$ cat src/rtl/axi_stream_mux_4ch_if.sv
// AXI-Stream bundle (data/dest/user/tlast/valid/ready) shared by the mux inputs and output.
interface axi_stream #(
    parameter int DATA_WIDTH = 32,
    parameter int DEST_WIDTH = 8,
    parameter int USER_WIDTH = 8
);
    logic [DATA_WIDTH-1:0] data;
    logic [DEST_WIDTH-1:0] dest;
    logic [USER_WIDTH-1:0] user;
    logic                  tlast;
    logic                  valid;
    logic                  ready;

    modport master (output data, dest, user, tlast, valid, input ready);
    modport slave  (input data, dest, user, tlast, valid, output ready);
endinterface

$ cat src/rtl/axi_stream_mux_4ch.sv
// 4-to-1 AXI-Stream mux with a one-beat registered output stage.
// Optional AXIS_MUX_PACKET_LOCK_EN: selection only moves between packets (after tlast).
module axi_stream_mux_4ch #(
    parameter int DATA_WIDTH = 32,
    parameter int DEST_WIDTH = 8,
    parameter int USER_WIDTH = 8
) (
    input  logic       clock,
    input  logic       reset,
    input  logic [1:0] address,
    axi_stream.slave   stream_in_1,
    axi_stream.slave   stream_in_2,
    axi_stream.slave   stream_in_3,
    axi_stream.slave   stream_in_4,
    axi_stream.master  stream_out
);

    logic [1:0]            rst_sync_q;
    logic                  rst_int_n;
    logic [1:0]            sel_q, sel_d;
    logic                  valid_q, valid_d;
    logic [DATA_WIDTH-1:0] data_q, data_d;
    logic [DEST_WIDTH-1:0] dest_q, dest_d;
    logic [USER_WIDTH-1:0] user_q, user_d;
    logic                  last_q, last_d;

    logic                  sel_valid;
    logic [DATA_WIDTH-1:0] sel_data;
    logic [DEST_WIDTH-1:0] sel_dest;
    logic [USER_WIDTH-1:0] sel_user;
    logic                  sel_last;
    logic                  accept_rdy;
    logic                  load;

    // Assert asynchronously, release two clocks after the external reset rises.
    always_ff @(posedge clock or negedge reset) begin
        if (!reset) rst_sync_q <= 2'b00;
        else        rst_sync_q <= {rst_sync_q[0], 1'b1};
    end
    assign rst_int_n = rst_sync_q[1];

    always_comb begin
        sel_valid = 1'b0;
        sel_data  = '0;
        sel_dest  = '0;
        sel_user  = '0;
        sel_last  = 1'b0;
        unique case (sel_q)
            2'd0: begin
                sel_valid = stream_in_1.valid; sel_data = stream_in_1.data;
                sel_dest  = stream_in_1.dest;  sel_user = stream_in_1.user;
                sel_last  = stream_in_1.tlast;
            end
            2'd1: begin
                sel_valid = stream_in_2.valid; sel_data = stream_in_2.data;
                sel_dest  = stream_in_2.dest;  sel_user = stream_in_2.user;
                sel_last  = stream_in_2.tlast;
            end
            2'd2: begin
                sel_valid = stream_in_3.valid; sel_data = stream_in_3.data;
                sel_dest  = stream_in_3.dest;  sel_user = stream_in_3.user;
                sel_last  = stream_in_3.tlast;
            end
            2'd3: begin
                sel_valid = stream_in_4.valid; sel_data = stream_in_4.data;
                sel_dest  = stream_in_4.dest;  sel_user = stream_in_4.user;
                sel_last  = stream_in_4.tlast;
            end
        endcase
    end

    // No beat is accepted while the internal reset is still held.
    assign accept_rdy = rst_int_n && (stream_out.ready || !valid_q);
    assign load       = sel_valid && accept_rdy;

    assign stream_in_1.ready = accept_rdy && (sel_q == 2'd0);
    assign stream_in_2.ready = accept_rdy && (sel_q == 2'd1);
    assign stream_in_3.ready = accept_rdy && (sel_q == 2'd2);
    assign stream_in_4.ready = accept_rdy && (sel_q == 2'd3);

    always_comb begin
        valid_d = valid_q;
        data_d  = data_q;
        dest_d  = dest_q;
        user_d  = user_q;
        last_d  = last_q;
        if (load) begin
            valid_d = 1'b1;
            data_d  = sel_data;
            dest_d  = sel_dest;
            user_d  = sel_user;
            last_d  = sel_last;
        end else if (valid_q && stream_out.ready) begin
            valid_d = 1'b0;
        end
    end

`ifdef AXIS_MUX_PACKET_LOCK_EN
    logic locked_q, locked_d;

    always_comb begin
        locked_d = load ? !sel_last : locked_q;
        sel_d    = locked_d ? sel_q : address;
    end

    always_ff @(posedge clock or negedge rst_int_n) begin
        if (!rst_int_n) locked_q <= 1'b0;
        else            locked_q <= locked_d;
    end
`else
    assign sel_d = address;
`endif

    always_ff @(posedge clock or negedge rst_int_n) begin
        if (!rst_int_n) begin
            sel_q   <= 2'd0;
            valid_q <= 1'b0;
            data_q  <= '0;
            dest_q  <= '0;
            user_q  <= '0;
            last_q  <= 1'b0;
        end else begin
            sel_q   <= sel_d;
            valid_q <= valid_d;
            data_q  <= data_d;
            dest_q  <= dest_d;
            user_q  <= user_d;
            last_q  <= last_d;
        end
    end

    assign stream_out.valid = valid_q;
    assign stream_out.data  = data_q;
    assign stream_out.dest  = dest_q;
    assign stream_out.user  = user_q;
    assign stream_out.tlast = last_q;

endmodule

$ cat src/flat_wrapper.sv
// flat-port wrapper written by rule: the top's interface ports become plain ports
module axi_stream_mux_4ch_flat 
#(
    parameter int DATA_WIDTH = 32,
    parameter int DEST_WIDTH = 8,
    parameter int USER_WIDTH = 8
)
  (clock, reset, address, stream_in_1_data, stream_in_1_dest, stream_in_1_user, stream_in_1_tlast, stream_in_1_valid, stream_in_1_ready, stream_in_2_data, stream_in_2_dest, stream_in_2_user, stream_in_2_tlast, stream_in_2_valid, stream_in_2_ready, stream_in_3_data, stream_in_3_dest, stream_in_3_user, stream_in_3_tlast, stream_in_3_valid, stream_in_3_ready, stream_in_4_data, stream_in_4_dest, stream_in_4_user, stream_in_4_tlast, stream_in_4_valid, stream_in_4_ready, stream_out_data, stream_out_dest, stream_out_user, stream_out_tlast, stream_out_valid, stream_out_ready);
  axi_stream #(.DATA_WIDTH(DATA_WIDTH), .DEST_WIDTH(DEST_WIDTH), .USER_WIDTH(USER_WIDTH)) stream_in_1_i ();
  axi_stream #(.DATA_WIDTH(DATA_WIDTH), .DEST_WIDTH(DEST_WIDTH), .USER_WIDTH(USER_WIDTH)) stream_in_2_i ();
  axi_stream #(.DATA_WIDTH(DATA_WIDTH), .DEST_WIDTH(DEST_WIDTH), .USER_WIDTH(USER_WIDTH)) stream_in_3_i ();
  axi_stream #(.DATA_WIDTH(DATA_WIDTH), .DEST_WIDTH(DEST_WIDTH), .USER_WIDTH(USER_WIDTH)) stream_in_4_i ();
  axi_stream #(.DATA_WIDTH(DATA_WIDTH), .DEST_WIDTH(DEST_WIDTH), .USER_WIDTH(USER_WIDTH)) stream_out_i ();
  input  logic clock;
  input  logic reset;
  input  logic [1:0] address;
  input wire logic [$bits(stream_in_1_i.data)-1:0] stream_in_1_data;
  input wire logic [$bits(stream_in_1_i.dest)-1:0] stream_in_1_dest;
  input wire logic [$bits(stream_in_1_i.user)-1:0] stream_in_1_user;
  input wire logic [$bits(stream_in_1_i.tlast)-1:0] stream_in_1_tlast;
  input wire logic [$bits(stream_in_1_i.valid)-1:0] stream_in_1_valid;
  output wire logic [$bits(stream_in_1_i.ready)-1:0] stream_in_1_ready;
  input wire logic [$bits(stream_in_2_i.data)-1:0] stream_in_2_data;
  input wire logic [$bits(stream_in_2_i.dest)-1:0] stream_in_2_dest;
  input wire logic [$bits(stream_in_2_i.user)-1:0] stream_in_2_user;
  input wire logic [$bits(stream_in_2_i.tlast)-1:0] stream_in_2_tlast;
  input wire logic [$bits(stream_in_2_i.valid)-1:0] stream_in_2_valid;
  output wire logic [$bits(stream_in_2_i.ready)-1:0] stream_in_2_ready;
  input wire logic [$bits(stream_in_3_i.data)-1:0] stream_in_3_data;
  input wire logic [$bits(stream_in_3_i.dest)-1:0] stream_in_3_dest;
  input wire logic [$bits(stream_in_3_i.user)-1:0] stream_in_3_user;
  input wire logic [$bits(stream_in_3_i.tlast)-1:0] stream_in_3_tlast;
  input wire logic [$bits(stream_in_3_i.valid)-1:0] stream_in_3_valid;
  output wire logic [$bits(stream_in_3_i.ready)-1:0] stream_in_3_ready;
  input wire logic [$bits(stream_in_4_i.data)-1:0] stream_in_4_data;
  input wire logic [$bits(stream_in_4_i.dest)-1:0] stream_in_4_dest;
  input wire logic [$bits(stream_in_4_i.user)-1:0] stream_in_4_user;
  input wire logic [$bits(stream_in_4_i.tlast)-1:0] stream_in_4_tlast;
  input wire logic [$bits(stream_in_4_i.valid)-1:0] stream_in_4_valid;
  output wire logic [$bits(stream_in_4_i.ready)-1:0] stream_in_4_ready;
  output wire logic [$bits(stream_out_i.data)-1:0] stream_out_data;
  output wire logic [$bits(stream_out_i.dest)-1:0] stream_out_dest;
  output wire logic [$bits(stream_out_i.user)-1:0] stream_out_user;
  output wire logic [$bits(stream_out_i.tlast)-1:0] stream_out_tlast;
  output wire logic [$bits(stream_out_i.valid)-1:0] stream_out_valid;
  input wire logic [$bits(stream_out_i.ready)-1:0] stream_out_ready;
  assign stream_in_1_i.data = stream_in_1_data;
  assign stream_in_1_i.dest = stream_in_1_dest;
  assign stream_in_1_i.user = stream_in_1_user;
  assign stream_in_1_i.tlast = stream_in_1_tlast;
  assign stream_in_1_i.valid = stream_in_1_valid;
  assign stream_in_1_ready = stream_in_1_i.ready;
  assign stream_in_2_i.data = stream_in_2_data;
  assign stream_in_2_i.dest = stream_in_2_dest;
  assign stream_in_2_i.user = stream_in_2_user;
  assign stream_in_2_i.tlast = stream_in_2_tlast;
  assign stream_in_2_i.valid = stream_in_2_valid;
  assign stream_in_2_ready = stream_in_2_i.ready;
  assign stream_in_3_i.data = stream_in_3_data;
  assign stream_in_3_i.dest = stream_in_3_dest;
  assign stream_in_3_i.user = stream_in_3_user;
  assign stream_in_3_i.tlast = stream_in_3_tlast;
  assign stream_in_3_i.valid = stream_in_3_valid;
  assign stream_in_3_ready = stream_in_3_i.ready;
  assign stream_in_4_i.data = stream_in_4_data;
  assign stream_in_4_i.dest = stream_in_4_dest;
  assign stream_in_4_i.user = stream_in_4_user;
  assign stream_in_4_i.tlast = stream_in_4_tlast;
  assign stream_in_4_i.valid = stream_in_4_valid;
  assign stream_in_4_ready = stream_in_4_i.ready;
  assign stream_out_data = stream_out_i.data;
  assign stream_out_dest = stream_out_i.dest;
  assign stream_out_user = stream_out_i.user;
  assign stream_out_tlast = stream_out_i.tlast;
  assign stream_out_valid = stream_out_i.valid;
  assign stream_out_i.ready = stream_out_ready;
  axi_stream_mux_4ch #(.DATA_WIDTH(DATA_WIDTH), .DEST_WIDTH(DEST_WIDTH), .USER_WIDTH(USER_WIDTH)) u_core (.clock(clock), .reset(reset), .address(address), .stream_in_1(stream_in_1_i), .stream_in_2(stream_in_2_i), .stream_in_3(stream_in_3_i), .stream_in_4(stream_in_4_i), .stream_out(stream_out_i));
endmodule
$ cat config.mk
export PLATFORM = sky130hd
export DESIGN_NAME = axi_stream_mux_4ch_flat
export DESIGN_NICKNAME = d
export VERILOG_FILES = /design/src/rtl/axi_stream_mux_4ch_if.sv /design/src/rtl/axi_stream_mux_4ch.sv /design/src/flat_wrapper.sv
export SDC_FILE = /design/constraint.sdc
export NUM_CORES = 1
export LEC_CHECK = 0
export CAP_MARGIN = 25
export CORE_MARGIN = 8
export CORE_UTILIZATION = 33
export DETAILED_ROUTE_END_ITERATION = 16
export GPL_ROUTABILITY_DRIVEN = 0
export PLACE_DENSITY = 0.78
export SYNTH_ARGS = -nofsm -noshare
export SYNTH_HDL_FRONTEND = slang
export SYNTH_SLANG_ARGS = --single-unit
$ cat constraint.sdc
create_clock -name clock -period 2.42 [get_ports clock]
set_clock_uncertainty 0.05 [all_clocks]
set_input_delay 0.363 -clock clock [delete_from_list [all_inputs] [get_ports clock]]
set_output_delay 0.363 -clock clock [all_outputs]
set_load 0.05 [all_outputs]
======== After elaboration in Yosys (flattened, before gate mapping) ========
Cells that the tools add are included.
word-level totals
  register bits ........................... 54
  bits of input ports ..................... 205
  output and inout port bits .............. 54
  word-level logic and storage cells ...... 28
operators by class
  equality and inequality tests ........... 3
  multiplexer cells ....................... 7
  reductions and logical operators ........ 11
operators by type and width
  kind                  number
  $pmux W32 S4          1
  $pmux W8 S4           2
  $pmux W1 S4           2
  $logic_and A1 B1 Y1   7
  $eq A2 B2 Y1 const B  2
  $eq A2 B1 Y1 const B  1
  $logic_not A2 Y1      1
  $mux W1               2
  $reduce_bool A2 Y1    1
  $logic_not A1 Y1      1
  $logic_or A1 B1 Y1    1

======== Depth between registers and ports, before layout ========
  depth in word-level cells ............... 5
  gate-level depth with buffers ........... 5

======== Least setup slack after synthesis ========
OpenSTA, ideal clock, no wires.
  kind .................................... reg2out
  from .................................... register u_core.rst_sync_q[1]
  to ...................................... output stream_in_1_ready
  data arrival time ....................... 2748 ps
  data required time ...................... 2007 ps
  path slack .............................. -741 ps
  cell stages (with the launch flop) ...... 3
  buffers on the path ..................... 0
  path through ............................ dfrtp_1 nand2_1 nor3_1
between the ends
  longest elaborated chain between the ends .. 2
ends and longest elaborated chain
  what                    RTL line                  source
  start, declared         axi_stream_mux_4ch.sv:18  logic [1:0] rst_sync_q;
  start signal, assigned  axi_stream_mux_4ch.sv:38  else rst_sync_q <= {rst_sync_q[0], 1'b1};
  $logic_and A1 B1 Y1     axi_stream_mux_4ch.sv:73  assign accept_rdy = rst_int_n && (stream_out.ready || !valid_q);
  $logic_and A1 B1 Y1     axi_stream_mux_4ch.sv:76  assign stream_in_1.ready = accept_rdy && (sel_q == 2'd0);
  end, declared           flat_wrapper.sv:22        output wire logic [$bits(stream_in_1_i.ready)-1:0] stream_in_1_ready;
No other way between the ends.

======== Final worst setup path ========
  from .................................... register u_core.sel_q[0]
  to ...................................... output stream_in_1_ready
between the ends
  longest elaborated chain between the ends .. 2
ends and longest elaborated chain
  what                    RTL line                   source
  start, declared         axi_stream_mux_4ch.sv:20   logic [1:0] sel_q, sel_d;
  start signal, assigned  axi_stream_mux_4ch.sv:123  sel_q <= sel_d;
  $logic_not A2 Y1        axi_stream_mux_4ch.sv:76
  $logic_and A1 B1 Y1     axi_stream_mux_4ch.sv:76
No other way between the ends.

==> flow_metrics.env <==
export IMPL_status="complete, no violations"
export IMPL_ys_warn_count=0
export IMPL_diodes=0
export IMPL_power_uw=4172
export IMPL_hold_class="flop to async pin"
export IMPL_synth_seq_area_share_pct=41.80
export IMPL_insertion_delay_ns=0.30
export IMPL_leakagePower_uw=0.002362
export IMPL_cp_max_fo=10
export IMPL_cp_top_family="flip-flops"
export IMPL_peakVddDrop_mv=0.3451
export IMPL_critPathLaunch="u_core.sel_q[0]"
export IMPL_reg2reg_depth=3
export IMPL_wl_mm=12.00
export IMPL_yosys_area_top_type="dfrtp_1"
export IMPL_syn_nets=386
export IMPL_cts_num_sinks=54
export IMPL_cts_root_buffer="clkbuf_8"
export IMPL_stdcell_area_um2=6111
export IMPL_antenna_found_initial=1
export IMPL_slew_headroom_pct=63.40
export IMPL_dieHeight_um=115.0
export IMPL_grt_ovfl_total=0
export IMPL_drive_gt1_share_pct=27.79
export IMPL_synth_cells=181
export IMPL_max_cap_violations=0
export IMPL_rr_endpoint="u_core.stream_out.data[2]"
export IMPL_critical_path_buf_inv_count=2
export IMPL_dieWidth_um=115.0
export IMPL_yosys_register_bits=54
export IMPL_end_kind="output pin"
export IMPL_critical_path_required_ns=2.01
export IMPL_slowest_delay_ns=0.55
export IMPL_r2r_start="u_core.sel_q[0]"
export IMPL_ys_top_cells_by_area="dfrtp_1 (42%), mux4_2 (35%), mux2_2 (14%)"
export IMPL_area_growth_pct=89.01
export IMPL_fmax_mhz=498.0
export IMPL_nets=643
export IMPL_pwr_density_cell_nw_per_um2=682.8
export IMPL_post_cts_buffers=0
export IMPL_viasPerCell=4.904
export IMPL_port_buffers=258
export IMPL_drcViolationCount=0
export IMPL_final_cell_mix="clkdlybuf4s50_1 (254), dfrtp_1 (51), mux4_2 (50), mux2_2 (40), mux2_4 (9)"
export IMPL_drv_slew=0
export IMPL_dp_hpwl_mm=10.33
export IMPL_vias=2805
export IMPL_worst_slew_pin_slew_ns=0.5473
export IMPL_worst_setup_path_start_kind="flop"
export IMPL_period_share_pct=82.98
export IMPL_cts_resized=0
export IMPL_rsz0062_at_grt="no"
export IMPL_whs_ns=0.08829
export IMPL_critical_path_class="flop to output pin"
export IMPL_clk_pin_slew_ns=0.09
export IMPL_dieArea_um2=13220
export IMPL_path_depth=3
export IMPL_cts_max_path_buffers=2
export IMPL_mostFrequentLayoutCell="clkdlybuf4s50_1"
export IMPL_tritoncts="yes"
export IMPL_io_pins=259
export IMPL_synth_top_area_share_pct=41.80
export IMPL_core_area_um2=9639
export IMPL_setup_violations=0
export IMPL_synth_area_um2=3233
export IMPL_regToRegSetupSlack_ns=0.45
export IMPL_endpoint="stream_in_1_ready"
export IMPL_ys_types=16
export IMPL_routedWlPerCell_um=20.98
export IMPL_path_cells="buf_4, nor3_1, buf_12"
export IMPL_cts_hold_fix_buffers=0
export IMPL_ant_nets=0
export IMPL_crit_slowest_cell="dfrtp_4"
export IMPL_track_usage_pct=18.58
export IMPL_syn_avg_cell_area_um2=17.86
export IMPL_final_hold_viol_count=0
export IMPL_row_count=36
export IMPL_start_util_pct=33.54
export IMPL_layout_min_cycle_time_ns=2.008
export IMPL_drtPass1Iterations=4
export IMPL_placed_cell_area_um2=6005
export IMPL_fin_setup_tns_ns=0
export IMPL_grt_pass1_vias=3479
export IMPL_htreeDepth=2
export IMPL_drt_first_iter_violations=52
export IMPL_arrival_ns=1.60
export IMPL_grt_max_degree=44
export IMPL_cts_buffers=5
export IMPL_grt_pass1_wl_mm=18.84
[synth_stat cells, drive strengths merged]
| cell type | instances |
|---|---|
| buf | 13 |
| clkbuf | 4 |
| conb | 1 |
| dfrtp | 54 |
| inv | 1 |
| mux2 | 49 |
| mux4 | 50 |
| nand2 | 2 |
| nand2b | 1 |
| nand3 | 2 |
| nor2 | 2 |
| nor3 | 2 |
[layout make-up]
| class | count | area [µm²] |
|---|---|---|
| Clock buffer | 7 | 76.32 |
| Clock inverter | 1 | 30.03 |
| Fill cell | 785 | 3528 |
| Inverter | 1 | 3.754 |
| Multi-Input combinational cell | 109 | 1762 |
| Sequential cell | 54 | 1358 |
| Tap cell | 133 | 166.4 |
| Timing Repair Buffer | 267 | 2715 |
[flip-flops by register name, indices dropped and copies added, names as in the netlist]
register                 flops
u_core.rst_sync_q            2
u_core.stream_out.user       8
u_core.stream_out.data      32
u_core.stream_out.tlast      1
u_core.sel_q                 2
u_core.stream_out.valid      1
u_core.stream_out.dest       8
[how the worst min path moves through the flow]
stage | from | endpoint | slack, ns | depth (start not counted)
floorplan | reset | u_core.rst_sync_q[0] | 0.02 | 0
global placement | u_core.rst_sync_q[1] | u_core.stream_out.valid | 0.09 | 0
detailed placement | u_core.rst_sync_q[1] | u_core.stream_out.valid | 0.1 | 0
CTS | u_core.rst_sync_q[1] | u_core.stream_out.valid | 0.1 | 0
global route | u_core.rst_sync_q[1] | u_core.stream_out.valid | 0.11 | 0
finish | u_core.rst_sync_q[1] | u_core.stream_out.data[6] | 0.09 | 0
[metrics by stage]
stage	worst slack, ns	instances	util [%]
after floorplan	-0.1872	181	-
after global placement	0.3144	564	62.29
after detailed placement	0.2925	564	62.29
after CTS	0.3707	572	63.40
after global routing	0.2943	572	63.40
final	0.4119	572	63.40
[metal layers]
metal  up-vias  share of wire [%]  wire length, µm  track usage [%]
met1      1408                 33             3963            18.95
met3        12                9.6             1148            7.248
met2       140                 56             6694            34.80
li1       1243                  -                -                -
met4         2                1.5              182            4.203
met5         -               0.11               13                0
[where the power goes]
group          switching (µW)  total, µW  internal [µW]
clock network             275        585            310
registers                 134       1280           1150
logic                    1260       2310           1050
total                    1660       4170           2510
[cell families after synthesis]
family                 Yosys count  share of synthesized area (%)
and+or+nand+nor                  9                          1.432
buffers and inverters           18                          3.715
other                            1                         0.1160
DFF                             54                          41.80
muxes                           99                          52.94
(Power assumes the default switching activity.)
